[src/rtl/mul_share_arbiter_if.sv]
// Requester, multiplier and response signals of mul_share_arbiter.
// slave is the arbiter side, master the environment side.
interface mul_share_arbiter_if #(
  parameter int NREQ = 4,
  parameter int W    = 8
);
  localparam int IDW = $clog2(NREQ);

  logic [NREQ-1:0]   req_valid;
  logic [NREQ-1:0]   req_ready;
  logic [NREQ*W-1:0] req_x;
  logic [NREQ*W-1:0] req_y;
  logic              mul_start;
  logic [W-1:0]      mul_x;
  logic [W-1:0]      mul_y;
  logic              mul_done;
  logic [2*W-1:0]    mul_prod;
  logic              rsp_valid;
  logic [IDW-1:0]    rsp_id;
  logic [2*W-1:0]    rsp_prod;
  logic              rsp_err;
  logic              rsp_ready;
  logic              busy;

  modport slave (
    input  req_valid, req_x, req_y,
    output req_ready,
    output mul_start, mul_x, mul_y,
    input  mul_done, mul_prod,
    output rsp_valid, rsp_id, rsp_prod, rsp_err,
    input  rsp_ready,
    output busy
  );

  modport master (
    output req_valid, req_x, req_y,
    input  req_ready,
    input  mul_start, mul_x, mul_y,
    output mul_done, mul_prod,
    input  rsp_valid, rsp_id, rsp_prod, rsp_err,
    output rsp_ready,
    input  busy
  );
endinterface

[src/rtl/mul_share_arbiter.sv]
// Round-robin sharing of one iterative multiplier among NREQ
// requesters, with a done-watchdog and a tagged response.
module mul_share_arbiter #(
  parameter int NREQ    = 4,
  parameter int W       = 8,
  parameter int TIMEOUT = 32
) (
  input logic                clk,
  input logic                reset,
  mul_share_arbiter_if.slave bus
);
  localparam int IDW = $clog2(NREQ);
  localparam int CW  = $clog2(TIMEOUT + 1);

  typedef enum logic [1:0] {
    IDLE,
    ISSUE,
    WAIT,
    RESP
  } state_t;

  state_t         state;
  state_t         state_n;
  logic [IDW-1:0] last;
  logic [IDW-1:0] win;
  logic           found;
  logic [CW-1:0]  cnt;
  logic [W-1:0]   wx;
  logic [W-1:0]   wy;
  logic           zero_op;
  logic           tmo;

  // Scan downwards so the nearest requester after last wins.
  always_comb begin
    win   = last;
    found = 1'b0;
    for (int k = NREQ; k >= 1; k--) begin
      if (bus.req_valid[(int'(last) + k) % NREQ]) begin
        win   = IDW'((int'(last) + k) % NREQ);
        found = 1'b1;
      end
    end
  end

  assign wx      = bus.req_x[int'(win)*W +: W];
  assign wy      = bus.req_y[int'(win)*W +: W];
  assign zero_op = (wx == '0) || (wy == '0);
  assign tmo     = (cnt == CW'(TIMEOUT - 1));

  always_ff @(posedge clk) begin
    if (reset) state <= IDLE;
    else       state <= state_n;
  end

  always_comb begin
    state_n = state;
    unique case (state)
      IDLE:    if (found) state_n = zero_op ? RESP : ISSUE;
      ISSUE:   state_n = WAIT;
      WAIT:    if (bus.mul_done || tmo) state_n = RESP;
      RESP:    if (bus.rsp_ready) state_n = IDLE;
      default: state_n = IDLE;
    endcase
  end

  always_comb begin
    bus.req_ready = '0;
    if (state == IDLE && found) bus.req_ready[win] = 1'b1;
    bus.busy = (state != IDLE);
  end

  always_ff @(posedge clk) begin
    if (reset) begin
      last          <= IDW'(NREQ - 1);
      cnt           <= '0;
      bus.mul_start <= 1'b0;
      bus.mul_x     <= '0;
      bus.mul_y     <= '0;
      bus.rsp_valid <= 1'b0;
      bus.rsp_id    <= '0;
      bus.rsp_prod  <= '0;
      bus.rsp_err   <= 1'b0;
    end else begin
      bus.mul_start <= 1'b0;
      bus.rsp_valid <= (state_n == RESP);
      unique case (state)
        IDLE: begin
          if (found) begin
            last          <= win;
            bus.mul_x     <= wx;
            bus.mul_y     <= wy;
            bus.rsp_id    <= win;
            bus.rsp_prod  <= '0;
            bus.rsp_err   <= 1'b0;
            bus.mul_start <= !zero_op;
          end
        end
        ISSUE: cnt <= '0;
        WAIT: begin
          cnt <= cnt + 1'b1;
          // done takes precedence over a coincident timeout
          if (bus.mul_done) begin
            bus.rsp_prod <= bus.mul_prod;
            bus.rsp_err  <= 1'b0;
          end else if (tmo) begin
            bus.rsp_prod <= '0;
            bus.rsp_err  <= 1'b1;
          end
        end
        default: ;
      endcase
    end
  end
endmodule
[src/flat_wrapper.sv]
// flat-port wrapper written by rule: the top's interface ports become plain ports
module mul_share_arbiter_flat 
#(
  parameter int NREQ    = 4,
  parameter int W       = 8,
  parameter int TIMEOUT = 32
)
  (clk, reset, bus_req_valid, bus_req_x, bus_req_y, bus_req_ready, bus_mul_start, bus_mul_x, bus_mul_y, bus_mul_done, bus_mul_prod, bus_rsp_valid, bus_rsp_id, bus_rsp_prod, bus_rsp_err, bus_rsp_ready, bus_busy);
  mul_share_arbiter_if #(.NREQ(NREQ), .W(W)) bus_i ();
  input logic clk;
  input logic reset;
  input wire logic [$bits(bus_i.req_valid)-1:0] bus_req_valid;
  input wire logic [$bits(bus_i.req_x)-1:0] bus_req_x;
  input wire logic [$bits(bus_i.req_y)-1:0] bus_req_y;
  output wire logic [$bits(bus_i.req_ready)-1:0] bus_req_ready;
  output wire logic [$bits(bus_i.mul_start)-1:0] bus_mul_start;
  output wire logic [$bits(bus_i.mul_x)-1:0] bus_mul_x;
  output wire logic [$bits(bus_i.mul_y)-1:0] bus_mul_y;
  input wire logic [$bits(bus_i.mul_done)-1:0] bus_mul_done;
  input wire logic [$bits(bus_i.mul_prod)-1:0] bus_mul_prod;
  output wire logic [$bits(bus_i.rsp_valid)-1:0] bus_rsp_valid;
  output wire logic [$bits(bus_i.rsp_id)-1:0] bus_rsp_id;
  output wire logic [$bits(bus_i.rsp_prod)-1:0] bus_rsp_prod;
  output wire logic [$bits(bus_i.rsp_err)-1:0] bus_rsp_err;
  input wire logic [$bits(bus_i.rsp_ready)-1:0] bus_rsp_ready;
  output wire logic [$bits(bus_i.busy)-1:0] bus_busy;
  assign bus_i.req_valid = bus_req_valid;
  assign bus_i.req_x = bus_req_x;
  assign bus_i.req_y = bus_req_y;
  assign bus_req_ready = bus_i.req_ready;
  assign bus_mul_start = bus_i.mul_start;
  assign bus_mul_x = bus_i.mul_x;
  assign bus_mul_y = bus_i.mul_y;
  assign bus_i.mul_done = bus_mul_done;
  assign bus_i.mul_prod = bus_mul_prod;
  assign bus_rsp_valid = bus_i.rsp_valid;
  assign bus_rsp_id = bus_i.rsp_id;
  assign bus_rsp_prod = bus_i.rsp_prod;
  assign bus_rsp_err = bus_i.rsp_err;
  assign bus_i.rsp_ready = bus_rsp_ready;
  assign bus_busy = bus_i.busy;
  mul_share_arbiter #(.NREQ(NREQ), .W(W), .TIMEOUT(TIMEOUT)) u_core (.clk(clk), .reset(reset), .bus(bus_i));
endmodule
[config.mk]
export PLATFORM = sky130hd
export DESIGN_NAME = mul_share_arbiter_flat
export DESIGN_NICKNAME = d
export VERILOG_FILES = /design/src/rtl/mul_share_arbiter_if.sv /design/src/rtl/mul_share_arbiter.sv /design/src/flat_wrapper.sv
export SDC_FILE = /design/constraint.sdc
export NUM_CORES = 1
export LEC_CHECK = 0
export BUFFER_PORTS_ARGS = -buffer_cell sky130_fd_sc_hd__buf_4
export CORE_ASPECT_RATIO = 1.75
export CORE_MARGIN = 3
export CORE_UTILIZATION = 40
export CTS_CLUSTER_SIZE = 24
export DETAILED_ROUTE_END_ITERATION = 10
export HOLD_SLACK_MARGIN = 0.1
export PLACE_DENSITY = 0.75
export SYNTH_ARGS = -nofsm -noshare
export SYNTH_HDL_FRONTEND = slang
export SYNTH_SLANG_ARGS = --single-unit
export TNS_END_PERCENT = 10
[constraint.sdc]
create_clock -name clk -period 3.4 [get_ports clk]
set_clock_uncertainty 0.1 [all_clocks]
set_input_delay 0.51 -clock clk [delete_from_list [all_inputs] [get_ports clk]]
set_output_delay 0.51 -clock clk [all_outputs]
set_load 0.02 [all_outputs]
==> flow_metrics.py, run 1 <==
metrics = {
    "global_routing": {
        "antenna_found_initial": 0,
        "grt_pass1_wl_mm": 10.3,
        "grt_pass1_vias": 2289,
        "grt-ovfl-total": 0,
        "grt_max_degree": 45,
        "grt.total_usage_pct": 18.4,
    },
    "hold_path": {
        "min_from": "u_core.bus.rsp_prod[1]",
        "hold_path_depth": 2,
        "hp-class": "flop to flop",
        "holdPathEnd": "u_core.bus.rsp_prod[1]",
    },
    "clock_network": {
        "clk_latency_ns": 0.29,
        "clkSinkCount": 47,
        "path_clk_slew_ns": 0.09,
        "post_cts_resized": 0,
        "numCtsBuffers": 5,
        "htreeDepth": 2,
        "cts_max_path_buffers": 2,
        "root_buffer": "clkbuf_8",
        "cts_setup_buffers": 0,
        "cts_tree": "yes",
        "postCtsHoldBufs": 0,
    },
    "yosys": {
        "synth_warnings": 0,
        "ys_ff_latch": 47,
        "syn_nets": 367,
        "yosysSeqAreaShare_pct": 38.6,
        "synth_area_um2": 2440,
        "syn_inst": 273,
        "ys_types": 41,
        "avgSynthCellArea_um2": 8.93,
    },
    "critical_path": {
        "slowest_delay_ns": 0.56,
        "ff2ff_path_depth": 7,
        "r2r_start": "u_core.last[1]",
        "crit_arrival_ns": 2.83,
        "critPathLaunchType": "flop",
        "crit_type": "flop to flop",
        "worst_ep_required_time_ns": 3.47,
        "cp_slowest_cell": "mux4_2",
        "worstPathMaxFanout": 17,
        "r2r_end": "u_core.bus.mul_start",
        "crit_chain": "o22ai_1 > a221oi_4 > buf_12 > mux4_2 > nor4_4 > a22oi_2 > nor3b_2",
        "r2r_slack_ns": 0.65,
        "cp-end-kind": "flop",
    },
    "place": {
        "place_ws_ns": 0.495,
        "postPlaceCellArea_um2": 3470,
        "dp_cells": 466,
        "io_buffers": 129,
        "hpwl_mm": 5.32,
        "gp_congestion": 0.820,
    },
    "routing": {
        "via_per_inst": 5.10,
        "drtIter0Drc": 80,
        "avgRoutedWirePerCell_um": 13.7,
        "drt_pass1_iterations": 4,
        "wl_mm": 6.49,
        "drc_errors": 0,
        "vias": 2416,
        "drtAntennaViolNets": 0,
    },
    "floorplanning": {
        "num_rows": 37,
        "core_region_area_um2": 5880,
        "ioPinCount": 130,
        "die-area_um2": 7110,
        "die_h_um": 109,
        "start_util_pct": 41.5,
        "die-width_um": 65.0,
    },
    "timing": {
        "fin_crit_sh_pct": 81.0,
        "finalCriticalPeriod_ns": 2.75,
        "fin_tns_setup_ns": 0,
        "hold_violations": 0,
        "relSlewSlack_pct": 19.9,
        "setup_ws_ns": 0.648,
        "fmax_ghz": 0.363,
        "setup_violations": 0,
        "worstMarginPinSlew_ns": 1.20,
        "grt_setup_unrepaired": "false",
        "slew_viol_final": 0,
    },
    "power_and_ir_drop": {
        "p_leak_nw": 1.56,
        "power_density_nw_per_um2": 554,
        "finalPower_mw": 1.99,
        "vdd.ir_drop.worst_uv": 333,
    },
    "final_layout": {
        "final_common_cell": "buf_4",
        "regArea_um2": 941,
        "layoutNonFillerInstCount": 474,
        "final_cell_area_um2": 3590,
        "multi_input_area_um2": 1380,
        "fin_nets": 489,
        "antenna_cells": 0,
        "area_delta_synth_final_pct": 47.1,
        "mostFrequentLayoutCells": "133 x buf_4, 57 x nand2_1, 47 x dfxtp_1",
        "fillCellCount": 540,
        "drive_gt1_share_pct": 42.4,
    },
    "flow_run": {
        "maxCapViolations": 0,
    },
    "status": {
        "status": "completed",
    },
}
==> where the power goes <==
group | switching, mW | leakage, nW | internal, mW
Combinational | 0.487 | 1.11 | 0.407
Clock | 0.178 | 0.0612 | 0.238
Sequential | 0.0500 | 0.384 | 0.626
Total | 0.715 | 1.56 | 1.27
==> kinds of logic after synthesis <==
kind of cell             synth area share [%]
AND/OR/NAND/NOR                          22.5
AO/OA/AOI/OAI                            14.7
flip-flops                               38.6
buffers and inverters                    5.18
multiplexers                             14.9
adder cells (fa/ha/maj)                  3.08
XOR/XNOR                                 1.08
==> per-layer routing <==
metal  GRT usage, %  wire length, um  vias up
met4           8.46              211        0
met2           32.7             3370      109
met3           4.09              532       13
met1           20.7             2380     1083
met5              0                0        -
li1               -                -     1211
==> state kept, by name, indices dropped and copies added, names as in the netlist <==
name,cells
u_core.bus.rsp_prod,16
u_core.state,2
u_core.bus.mul_start,1
u_core.bus.mul_y,8
u_core.cnt,6
u_core.bus.rsp_err,1
u_core.bus.mul_x,8
u_core.last,2
u_core.bus.rsp_id,2
u_core.bus.rsp_valid,1
==> worst max path at each step <==
stage / startpoint / end / depth (start not counted)
final: u_core.last[1] / u_core.bus.mul_start / 7
after global routing: u_core.last[1] / u_core.bus.mul_start / 7
after CTS: u_core.last[1] / u_core.bus.mul_start / 7
after detailed placement: bus_req_valid[3] / u_core.bus.mul_start / 9
after global placement: bus_req_valid[3] / u_core.bus.mul_start / 9
after floorplan: bus_req_valid[3] / u_core.bus.mul_start / 8
==> critical path, delay by kind of cell, from the launching register on <==
kind	cells	cell delay, ns
buf+inv	1	0.22
compound gates	3	0.74
flops	1	0.51
simple gates	2	0.50
mux	1	0.56
==> area by class of cell <==
cell class              count  share of cell area [%]
clock buffers               6                    2.30
clock inverters             2                   0.977
inverters                   8                   0.837
multi-input cells         199                    38.5
flip-flops and latches     47                    26.2
well taps                  78                    2.72
repair buffers            134                    28.4
==> synthesized netlist by cell type (all sizes together) <==
library cell,n,area share [%]
o22ai,1,0.26
nor2b,2,0.51
and3,1,0.26
or3,1,0.26
nor3b,1,0.51
and4b,1,0.41
o2bb2ai,1,0.36
and2,1,0.26
inv,8,1.2
nand3,18,3.7
a31oi,1,0.26
buf,7,2.1
nand2,57,8.8
o21ai,8,1.6
nand2b,5,1.4
a21oi,43,9.0
or4,1,0.31
a21o,2,0.67
clkbuf,12,1.8
dfxtp,47,39
a221oi,1,0.62
xor2,3,1.1
nand4,2,0.51
mux4,16,15
a21boi,1,0.46
nor3,5,1.0
nor4,4,2.4
a22oi,1,0.51
nand3b,1,0.31
a211oi,3,0.92
nor2,12,1.8
ha,6,3.1
==> per-stage QoR <==
stage / hold slack [ns] / util (%)
after detailed placement: 0.345 / 59.0
after CTS: 0.357 / 61.0
after floorplan: 0.354 / -
after global routing: 0.369 / 61.0
final: 0.354 / 61.0
after global placement: 0.339 / 59.0
No activity file was read; power rests on OpenSTA's default activity.
==> run 2, diff against run 1 <==
--- a/config.mk
+++ b/config.mk
@@ -12,7 +12,7 @@
 export CTS_CLUSTER_SIZE = 24
 export DETAILED_ROUTE_END_ITERATION = 10
 export HOLD_SLACK_MARGIN = 0.1
-export PLACE_DENSITY = 0.75
+export PLACE_DENSITY = 0.77
 export SYNTH_ARGS = -nofsm -noshare
 export SYNTH_HDL_FRONTEND = slang
 export SYNTH_SLANG_ARGS = --single-unit
==> constraint.sdc (replaced) <==
create_clock -name clk -period 2.47 [get_ports clk]
set_clock_uncertainty 0.1 [all_clocks]
set_input_delay 0.3705 -clock clk [delete_from_list [all_inputs] [get_ports clk]]
set_output_delay 0.3705 -clock clk [all_outputs]
set_load 0.02 [all_outputs]
==> flow_metrics.py, run 2 (same netlist as run 1, synthesis figures left out) <==
metrics = {
    "power_and_ir_drop": {
        "power_density_nw_per_um2": 740,
        "p_leak_nw": 1.65,
        "finalPower_mw": 2.81,
        "vdd.ir_drop.worst_uv": 431,
    },
    "routing": {
        "drc_errors": 0,
        "drtAntennaViolNets": 0,
        "wl_mm": 7.06,
        "drt_pass1_iterations": 4,
        "avgRoutedWirePerCell_um": 14.3,
        "drtIter0Drc": 130,
        "via_per_inst": 5.12,
        "vias": 2521,
    },
    "global_routing": {
        "grt_util_met2_pct": 33.6,
        "antenna_found_initial": 0,
        "met1_usage_pct": 21.5,
        "grt.total_usage_pct": 19.0,
        "grt_pass1_wl_mm": 10.7,
        "grt-busiest-layer": "met2",
        "grt_max_degree": 45,
        "gr-usage-met3_pct": 3.78,
        "grt-ovfl-total": 0,
        "grt_pass1_vias": 2396,
    },
    "final_layout": {
        "drive_gt1_share_pct": 45.9,
        "top_register": "u_core.bus.rsp_prod",
        "regArea_um2": 945,
        "reg_top3": "u_core.bus.rsp_prod: 16 flops, u_core.bus.mul_x: 8 flops, u_core.bus.mul_y: 8 flops",
        "final_common_cell": "buf_4",
        "mostFrequentLayoutCells": "147 x buf_4, 57 x nand2_1, 46 x dfxtp_1",
        "fillCellCount": 491,
        "largest_register_ffs": 16,
        "multi_input_area_um2": 1440,
        "antenna_cells": 0,
        "area_delta_synth_final_pct": 55.8,
        "fin_nets": 507,
    },
    "timing": {
        "hold_violations": 0,
        "fin_tns_setup_ns": -0.0421,
        "setup_ws_ns": -0.0421,
        "relSlewSlack_pct": 70.0,
        "setup_violations": 1,
        "fin_crit_sh_pct": 102,
        "whs_ns": 0.230,
        "worstMarginPinSlew_ns": 0.450,
        "finalCriticalPeriod_ns": 2.51,
        "grt_setup_unrepaired": "true",
        "slew_viol_final": 0,
        "fmax_ghz": 0.398,
    },
    "clock_network": {
        "htreeDepth": 2,
        "numCtsBuffers": 5,
        "clk_latency_ns": 0.30,
        "path_clk_slew_ns": 0.09,
        "clkSinkCount": 47,
        "cts_tree": "yes",
        "postCtsHoldBufs": 0,
        "root_buffer": "clkbuf_8",
        "cts_max_path_buffers": 2,
    },
    "critical_path": {
        "crit_type": "flop to flop",
        "path_common_cell": "buf_12",
        "r2r_slack_ns": -0.04,
        "worst_ep_required_time_ns": 2.55,
        "cp_slowest_cell": "mux4_2",
        "crit_arrival_ns": 2.59,
        "slowest_delay_ns": 0.52,
        "critPathLaunchType": "flop",
        "cp-end-kind": "flop",
        "crit_chain": "nand2b_4 > a21oi_4 > a221oi_4 > buf_12 > buf_12 > mux4_2 > nor4_2 > a22oi_2 > nor3b_2",
        "worstPathMaxFanout": 8,
    },
    "floorplanning": {
        "num_rows": 37,
        "die-area_um2": 7110,
        "ioPinCount": 130,
        "die-width_um": 65.0,
        "die_h_um": 109,
        "start_util_pct": 41.5,
        "core_region_area_um2": 5880,
    },
    "place": {
        "io_buffers": 129,
        "hpwl_mm": 5.54,
        "gp_congestion": 0.859,
        "place_ws_ns": -0.231,
    },
    "status": {
        "violations": "setup timing",
        "status": "complete, but fails checks",
    },
    "hold_path": {
        "hp-class": "input port to flop",
    },
    "flow_run": {
        "maxCapViolations": 0,
    },
}
run 2: changes by cell type in the layout (fill, tap and decap cells not counted), moves of 2 or more:
cell     change
nor4_2       -2
a21oi_4      +2
buf_12       +3
buf_4       +14
nor4_4       +2
run 2: worst max-delay path: cells and delay by family, from the launching register on:
kind	cells	cell delay [ns]
and+or+nand+nor	3	0.63
DFF	1	0.39
AOI/OAI and AO/OA	3	0.48
muxes	1	0.52
buffers and inverters	2	0.27
run 2: layout make-up:
class | instances | area share [%]
inverters | 8 | 0.791
multi-input cells | 199 | 38.0
clock inverters | 2 | 0.329
repair buffers | 152 | 31.6
flip-flops and latches | 47 | 24.9
well taps | 78 | 2.57
clock buffers | 6 | 1.91
run 2: per-stage QoR:
| stage | cells | util, % | instance area [um2] |
|---|---|---|---|
| 3_5_place_dp | 480 | 61.2 | 3600 |
| 5_1_grt | 492 | 64.6 | 3800 |
| 3_3_place_gp | 480 | 61.2 | 3600 |
| 4_1_cts | 488 | 62.9 | 3700 |
| 6_report | 492 | 64.6 | 3800 |
| 2_1_floorplan | 273 | - | 2440 |
run 2: what timing repair did:
| action | in CTS | in global routing |
|---|---|---|
| pin swaps | 2 | 4 |
| hold endpoints to repair | 0 | 0 |
| setup endpoints to repair | 20 | 10 |
| resized for setup | 3 | 11 |
| buffers inserted | 0 | 4 |
| cloned | 0 | 0 |
run 2: worst paths after layout:
check | startpoint | endpoint | cells past startpoint
worst min-delay path | bus_mul_prod[10] | u_core.bus.rsp_prod[10] | 3
worst max-delay path | u_core.last[1] | u_core.bus.mul_start | 9
worst min register to register | u_core.bus.rsp_prod[5] | u_core.bus.rsp_prod[5] | 2
worst max register to register | u_core.last[1] | u_core.bus.mul_start | 9
run 2: power breakdown:
group	total, mW	internal, mW	switching [mW]	leakage (nW)
Sequential	0.932	0.865	0.0673	0.384
Combinational	1.43	0.686	0.747	1.23
Clock	0.445	0.198	0.247	0.0412
Total	2.81	1.75	1.06	1.65
run 2: routing by layer:
layer  wire length [um]  share of wire [%]  up-vias
li1                   -                  -     1247
met1               2580                 37     1146
met2               3700                 52      108
met3                500                7.1       20
met4                269                3.8        0
met5                  0                  0        -
